`src/rtl/snn_layer_scheduler.sv`:
```
// Per-sample sequencer for a shared dense-layer SNN engine: launches one engine
// pass per layer, steers the input mux and ping-pong buffers, presents the result.
module snn_layer_scheduler #(
  parameter int NUM_LAYERS     = 3,
  parameter int LAYER_W        = 4,
  parameter int TIMEOUT_CYCLES = 0,
  parameter int CNT_W          = 16
) (
  input  logic               clk,
  input  logic               rst_n,
  input  logic               s_valid,
  output logic               s_ready,
  output logic               in_capture,
  output logic               eng_valid,
  input  logic               eng_ready,
  input  logic               eng_o_valid,
  output logic               eng_o_ready,
  output logic [LAYER_W-1:0] layer_sel,
  output logic [1:0]         src_sel,
  output logic               buf_wr_en,
  output logic               buf_wr_sel,
  output logic               out_sel,
  output logic               m_valid,
  input  logic               m_ready,
  input  logic               abort,
  input  logic               clr_err,
  output logic               busy,
  output logic               err_timeout,
  output logic [CNT_W-1:0]   sample_cnt,
  output logic [CNT_W-1:0]   last_latency
);

  typedef enum logic [2:0] {
    S_IDLE,
    S_LAUNCH,
    S_WAIT,
    S_CAPTURE,
    S_OUTPUT,
    S_ERROR
  } state_t;

  localparam int WD_W = (TIMEOUT_CYCLES < 2) ? 1 : $clog2(TIMEOUT_CYCLES);
  localparam logic [WD_W-1:0]    WD_LAST    = WD_W'((TIMEOUT_CYCLES == 0) ? 0 : TIMEOUT_CYCLES - 1);
  localparam logic [LAYER_W-1:0] LAST_LAYER = LAYER_W'(NUM_LAYERS - 1);
  localparam logic               OUT_BUF    = 1'((NUM_LAYERS - 1) % 2);

  state_t            state;
  logic [WD_W-1:0]   wdog;
  logic [CNT_W-1:0]  lat;
  logic [CNT_W-1:0]  lat_inc;

  assign lat_inc = (lat == '1) ? lat : lat + 1'b1;

  // Handshake and steering outputs are pure decodes of the state register.
  assign s_ready     = (state == S_IDLE);
  assign in_capture  = s_valid & s_ready;
  assign eng_valid   = (state == S_LAUNCH);
  assign eng_o_ready = (state == S_CAPTURE);
  assign buf_wr_en   = (state == S_CAPTURE);
  assign buf_wr_sel  = (state == S_CAPTURE) & layer_sel[0];
  assign m_valid     = (state == S_OUTPUT);
  assign busy        = (state != S_IDLE);
  assign out_sel     = OUT_BUF;

  // Layer k>0 reads the buffer written by layer k-1: odd layers read A, even read B.
  always_comb begin
    src_sel = 2'd0;
    if (layer_sel != '0) begin
      src_sel = layer_sel[0] ? 2'd1 : 2'd2;
    end
  end

  always_ff @(posedge clk or negedge rst_n) begin
    if (!rst_n) begin
      state        <= S_IDLE;
      layer_sel    <= '0;
      wdog         <= '0;
      lat          <= '0;
      err_timeout  <= 1'b0;
      sample_cnt   <= '0;
      last_latency <= '0;
    end else begin
      if (clr_err) begin
        err_timeout <= 1'b0;
      end
      if ((state != S_IDLE) && (state != S_ERROR)) begin
        lat <= lat_inc;
      end

      if (abort) begin
        state     <= S_IDLE;
        layer_sel <= '0;
        wdog      <= '0;
        lat       <= '0;
      end else begin
        case (state)
          S_IDLE: begin
            if (s_valid) begin
              state     <= S_LAUNCH;
              layer_sel <= '0;
              // Accept cycle is counted here; the handshake cycle is added on capture.
              lat       <= CNT_W'(1);
            end
          end
          S_LAUNCH: begin
            if (eng_ready) begin
              state <= S_WAIT;
              wdog  <= '0;
            end
          end
          S_WAIT: begin
            if (eng_o_valid) begin
              state <= S_CAPTURE;
            end else if ((TIMEOUT_CYCLES != 0) && (wdog == WD_LAST)) begin
              state       <= S_ERROR;
              err_timeout <= 1'b1;
            end else begin
              wdog <= wdog + 1'b1;
            end
          end
          S_CAPTURE: begin
            if (layer_sel == LAST_LAYER) begin
              state <= S_OUTPUT;
            end else begin
              layer_sel <= layer_sel + 1'b1;
              state     <= S_LAUNCH;
            end
          end
          S_OUTPUT: begin
            if (m_ready) begin
              sample_cnt   <= sample_cnt + 1'b1;
              last_latency <= lat_inc;
              state        <= S_IDLE;
            end
          end
          S_ERROR: begin
            if (clr_err) begin
              state <= S_IDLE;
            end
          end
          default: state <= S_IDLE;
        endcase
      end
    end
  end

endmodule

```
`config.mk`:
```
export PLATFORM = sky130hd
export DESIGN_NAME = snn_layer_scheduler
export DESIGN_NICKNAME = d
export VERILOG_FILES = /design/src/rtl/snn_layer_scheduler.sv
export SDC_FILE = /design/constraint.sdc
export NUM_CORES = 1
export LEC_CHECK = 0
export BUFFER_PORTS_ARGS = -buffer_cell sky130_fd_sc_hd__buf_2
export CAP_MARGIN = 20
export CELL_PAD_IN_SITES_DETAIL_PLACEMENT = 2
export CELL_PAD_IN_SITES_GLOBAL_PLACEMENT = 2
export CORE_ASPECT_RATIO = 1.75
export CORE_MARGIN = 4
export CORE_UTILIZATION = 36
export CTS_BUF_LIST = sky130_fd_sc_hd__clkbuf_8
export DETAILED_ROUTE_END_ITERATION = 10
export PLACE_DENSITY = 0.84
export SYNTH_ARGS = -nofsm -noshare
export SYNTH_HDL_FRONTEND = slang
export SYNTH_SLANG_ARGS = --single-unit
```
`constraint.sdc`:
```
create_clock -name clk -period 2.4 [get_ports clk]
set_input_delay 0.36 -clock clk [delete_from_list [all_inputs] [get_ports clk]]
set_output_delay 0.36 -clock clk [all_outputs]
set_load 0.02 [all_outputs]
```
==> key figures <==
Global route
  – Vias in the first global route: 2812
  – Met2 GRT Util: around a third
  – Grt met3 use: under 10%
  – Pin count of the biggest net entering global routing: between 50 and 60
  – Met1 Track Usage GR: 19.9%
  – Global-route usage over all layers: ~18%
  – Antenna violations before repair: 0
  – Global route hottest layer: met2
  – First-pass GRT wire length: around 14 mm
  – Grt ovf: 0

Worst setup path
  – Buffers plus inverters on the worst setup path: 1
  – Worst path required time: ~2.6 ns
  – Crit-path cells: ha_1 > nand3_1 > nor4_4 > buf_4 > nor2_2 > a311oi_1
  – Critical path's top delay family: simple AND/OR/NAND/NOR gates
  – R2R Setup Slk: about 0.31 ns
  – Critical Path Start Type: register
  – Crit path max fanout: 25
  – Critical Path Source: lat[0]$_DFF_PN0_
  – RR Startpoint: lat[0]$_DFF_PN0_
  – Worst EP arrival: between 2 and 2.5 ns
  – R2R cell count: 6
  – Worst setup EP type: register
  – Slowest CP cell: dfrtp_1
  – CP Depth: 6
  – Worst setup endpoint: lat[13]$_DFF_PN0_
  – Max incr delay on CP: slightly below 0.5 ns
  – Setup CP Type: register to register
  – Worst R2R End: lat[13]$_DFF_PN0_

Floorplan
  – Die H: about 130 um
  – Row count: between 40 and 50
  – IO Count: between 50 and 60
  – Placeable core area: slightly above 8000 um2
  – Width of the die: slightly below 80 um
  – Die area: a little over 10000 um2
  – Initial Util: 36.9%

Detailed routing
  – Final wirelength: approximately 8.5 mm
  – Via density: between 5 and 6
  – Post-route ant nets: 0
  – Drt wl/cell: ~19 um
  – Via count: around 2600
  – Residual DRC: 0
  – DR iter-0 viols: 152
  – DRT Pass-1 Iters: 4

Power and ir drop
  – Clk pwr share: roughly a third
  – Lkg Pwr: between 0.0015 and 0.002 uW
  – Seq pwr share: roughly 54%
  – Combinational Power Share: roughly 11%
  – Internal power: approximately 1300 uW
  – Sw Ratio: between 20% and 30%
  – Maximum vdd drop: between 0.0002 and 0.00025 V
  – Total Power: between 1500 and 2000 uW
  – Total net switching power: around 470 uW
  – PwrDens: 518 nW/um2

Clock network
  – Postcts setup bufs: 0
  – Clock buffer depth: 2
  – CTS tree: done
  – Clock tree sinks: between 50 and 60
  – CTS Root Cell: clkbuf_8
  – Num CTS Buffers: 5
  – Worst skew pair latency: 0.32 ns
  – Clock transition at path regs: 0.10 ns
  – Hold Buf Count CTS: 0
  – Cts repair resizes: 0
  – H-Tree Depth: 2

Synth
  – Synthesis-stage register bit count: 55
  – Sequential-to-total area share from yosys stat: a little under half
  – Main combinational cell family by area after synthesis: simple AND/OR/NAND/NOR gates
  – Post-synth EDFFs: 0
  – Syn_area_per_cell: ~9.7 um2
  – XOR/XNOR Fraction of Synth Area: 6.32%
  – Synth Area in Compound Gates: 14.0%
  – Post-Synth Simple-Gate Area: roughly 26%
  – Async set-or-reset flop fraction in the synthesized netlist: between 90% and 100%
  – Post-Syn Area: 3050 um2
  – Multiplexer share of the synthesized area: less than 1%
  – YS warnings: 0
  – Adder-Cell Fraction of Synth Area: under 10%
  – Top FF cell, synth: dfrtp_1
  – Synth unique cells: 50
  – Post-Syn Instances: 313

Placement
  – Port Buffers: between 50 and 60
  – Gpl congestion: just under 0.8
  – Final HPWL DP: around 6.4 mm
  – Area after DPL: between 3000 and 4000 um2

Layout
  – Antenna cells: 0
  – Multi-input gate area: 1500 um2
  – Design area: 3460 um2
  – Area Growth Syn to Fin: 13.4%
  – Final core utilization: 41.9%
  – Final net count: between 300 and 400
  – Layout cell share with drive strength beyond 1: a little under a quarter
  – # fillers: about 900
  – FF/Latch Area: about 1400 um2

Timing
  – F_max: between 400 and 500 MHz
  – Final Critical Period: 2.09 ns
  – Hold Vio Cnt, Final: 0
  – Unrepaired setup endpoints after global routing: no
  – Final Cycle Share: between 80 and 90%
  – Skew final: ~0.007 ns
  – Slew Viols, Final: 0
  – Rel. slew slack: 60.6%
  – Endpoints failing setup: 0
  – TNS Setup: 0 ns
  – Worst-margin pin slew: between 0.5 and 0.6 ns

Status
  – Status: completed

Worst hold path
  – Min-Delay Path Class: input pin to asynchronous set/reset pin

Run
  – # Max-Cap Violations: 0
## synthesized netlist by cell type (all sizes together) (2+ instances only)
library cell  count  area share, %
a211oi            6            1.5
dfrtp            55             45
and3              8            1.6
o21ai            16            2.6
nand2b            3           0.62
ha                5            2.1
nand3            15            2.5
and4              9            2.6
a21oi            17            2.8
nor4              3            1.3
o31ai            11            3.2
xnor2            18            5.2
mux2i             3           0.98
or4               8            2.0
nor3              9            2.2
and2              4           0.82
nand4            12            2.9
a311oi            2           0.57
buf              18            3.9
or3               3           0.62
nor2             21            2.7
or2               3           0.70
xor2              4            1.1
nor3b             3           0.74
a31oi             7            1.4
nand2            24            3.0
clkbuf            5           0.62
inv               9            1.1
or3b              2           0.66
o2111ai           2           0.57
## final cells by class
cell class | instances | share of cell area, %
Inverter | 9 | 0.977
Sequential cell | 55 | 39.8
Clock inverter | 2 | 1.09
Tap cell | 92 | 3.33
Multi-Input combinational cell | 227 | 43.5
Timing Repair Buffer | 59 | 9.33
Clock buffer | 5 | 1.99
## worst min-delay path by stage
stage,slack [ns],cells past startpoint,startpoint,end
6_report,0.02,2,rst_n,sample_cnt[5]$_DFFE_PN0P_
5_1_grt,0.03,2,rst_n,last_latency[9]$_DFFE_PN0P_
4_1_cts,0.04,2,rst_n,lat[4]$_DFF_PN0_
3_5_place_dp,0.39,2,rst_n,sample_cnt[5]$_DFFE_PN0P_
3_3_place_gp,0.39,2,rst_n,sample_cnt[5]$_DFFE_PN0P_
2_1_floorplan,0.06,0,rst_n,last_latency[0]$_DFFE_PN0P_
## power by group through the flow
stage | clock network, uW | registers [uW] | logic (uW)
global placement | 0 | 991 | 195
global route | 685 | 981 | 220
CTS | 637 | 976 | 204
floorplan | 0 | 1000 | 109
finish | 617 | 975 | 199
detailed placement | 0 | 994 | 203
## registers in the layout, indices dropped and copies added, names as in the netlist
register      count
sample_cnt       16
layer_sel         4
last_latency     16
lat              16
state             3
## metal layers
metal  vias to the layer above  wire, um
met5                         -         0
met4                         0       141
met3                         9       275
met2                        58      4790
met1                      1316      3310
li1                       1219         -
## placed cells by master (no fill, tap or decap), types with 3 or more instances in the layout
cell type   n
a211oi_1    6
a21oi_1    17
a31oi_1     7
and2_1      4
and3_1      8
and4_1      9
buf_2      53
buf_4       5
clkbuf_8    5
dfrtp_1    55
ha_1        5
inv_1       9
mux2i_1     3
nand2_1    24
nand2b_1    3
nand3_1    15
nand4_1    10
nor2_1     19
nor3_1      7
nor3b_1     3
o21ai_0    15
o31ai_1     8
o31ai_2     3
or3_1       3
or4_1       8
xnor2_1    18
xor2_1      4
## cells by family (layout without fill, tap and decap cells)
kind of cell / count (synthesis) / in the layout
compound gates: 66 / 66
flops: 55 / 55
mux: 3 / 3
xor+xnor: 22 / 22
fa+ha+maj: 5 / 5
buf+inv: 32 / 75
simple gates: 129 / 129
other cells: 1 / 2
## per-stage QoR
| stage | hold slack, ns | cells | worst slack, ns |
|---|---|---|---|
| 6_report | 0.0240 | 449 | 0.315 |
| 5_1_grt | 0.0347 | 449 | 0.0989 |
| 4_1_cts | 0.0385 | 449 | 0.335 |
| 3_5_place_dp | 0.387 | 442 | 0.358 |
| 3_3_place_gp | 0.386 | 442 | 0.473 |
| 2_1_floorplan | 0.0644 | 314 | 0.516 |
Note: power is estimated with default switching activity, not from simulation.
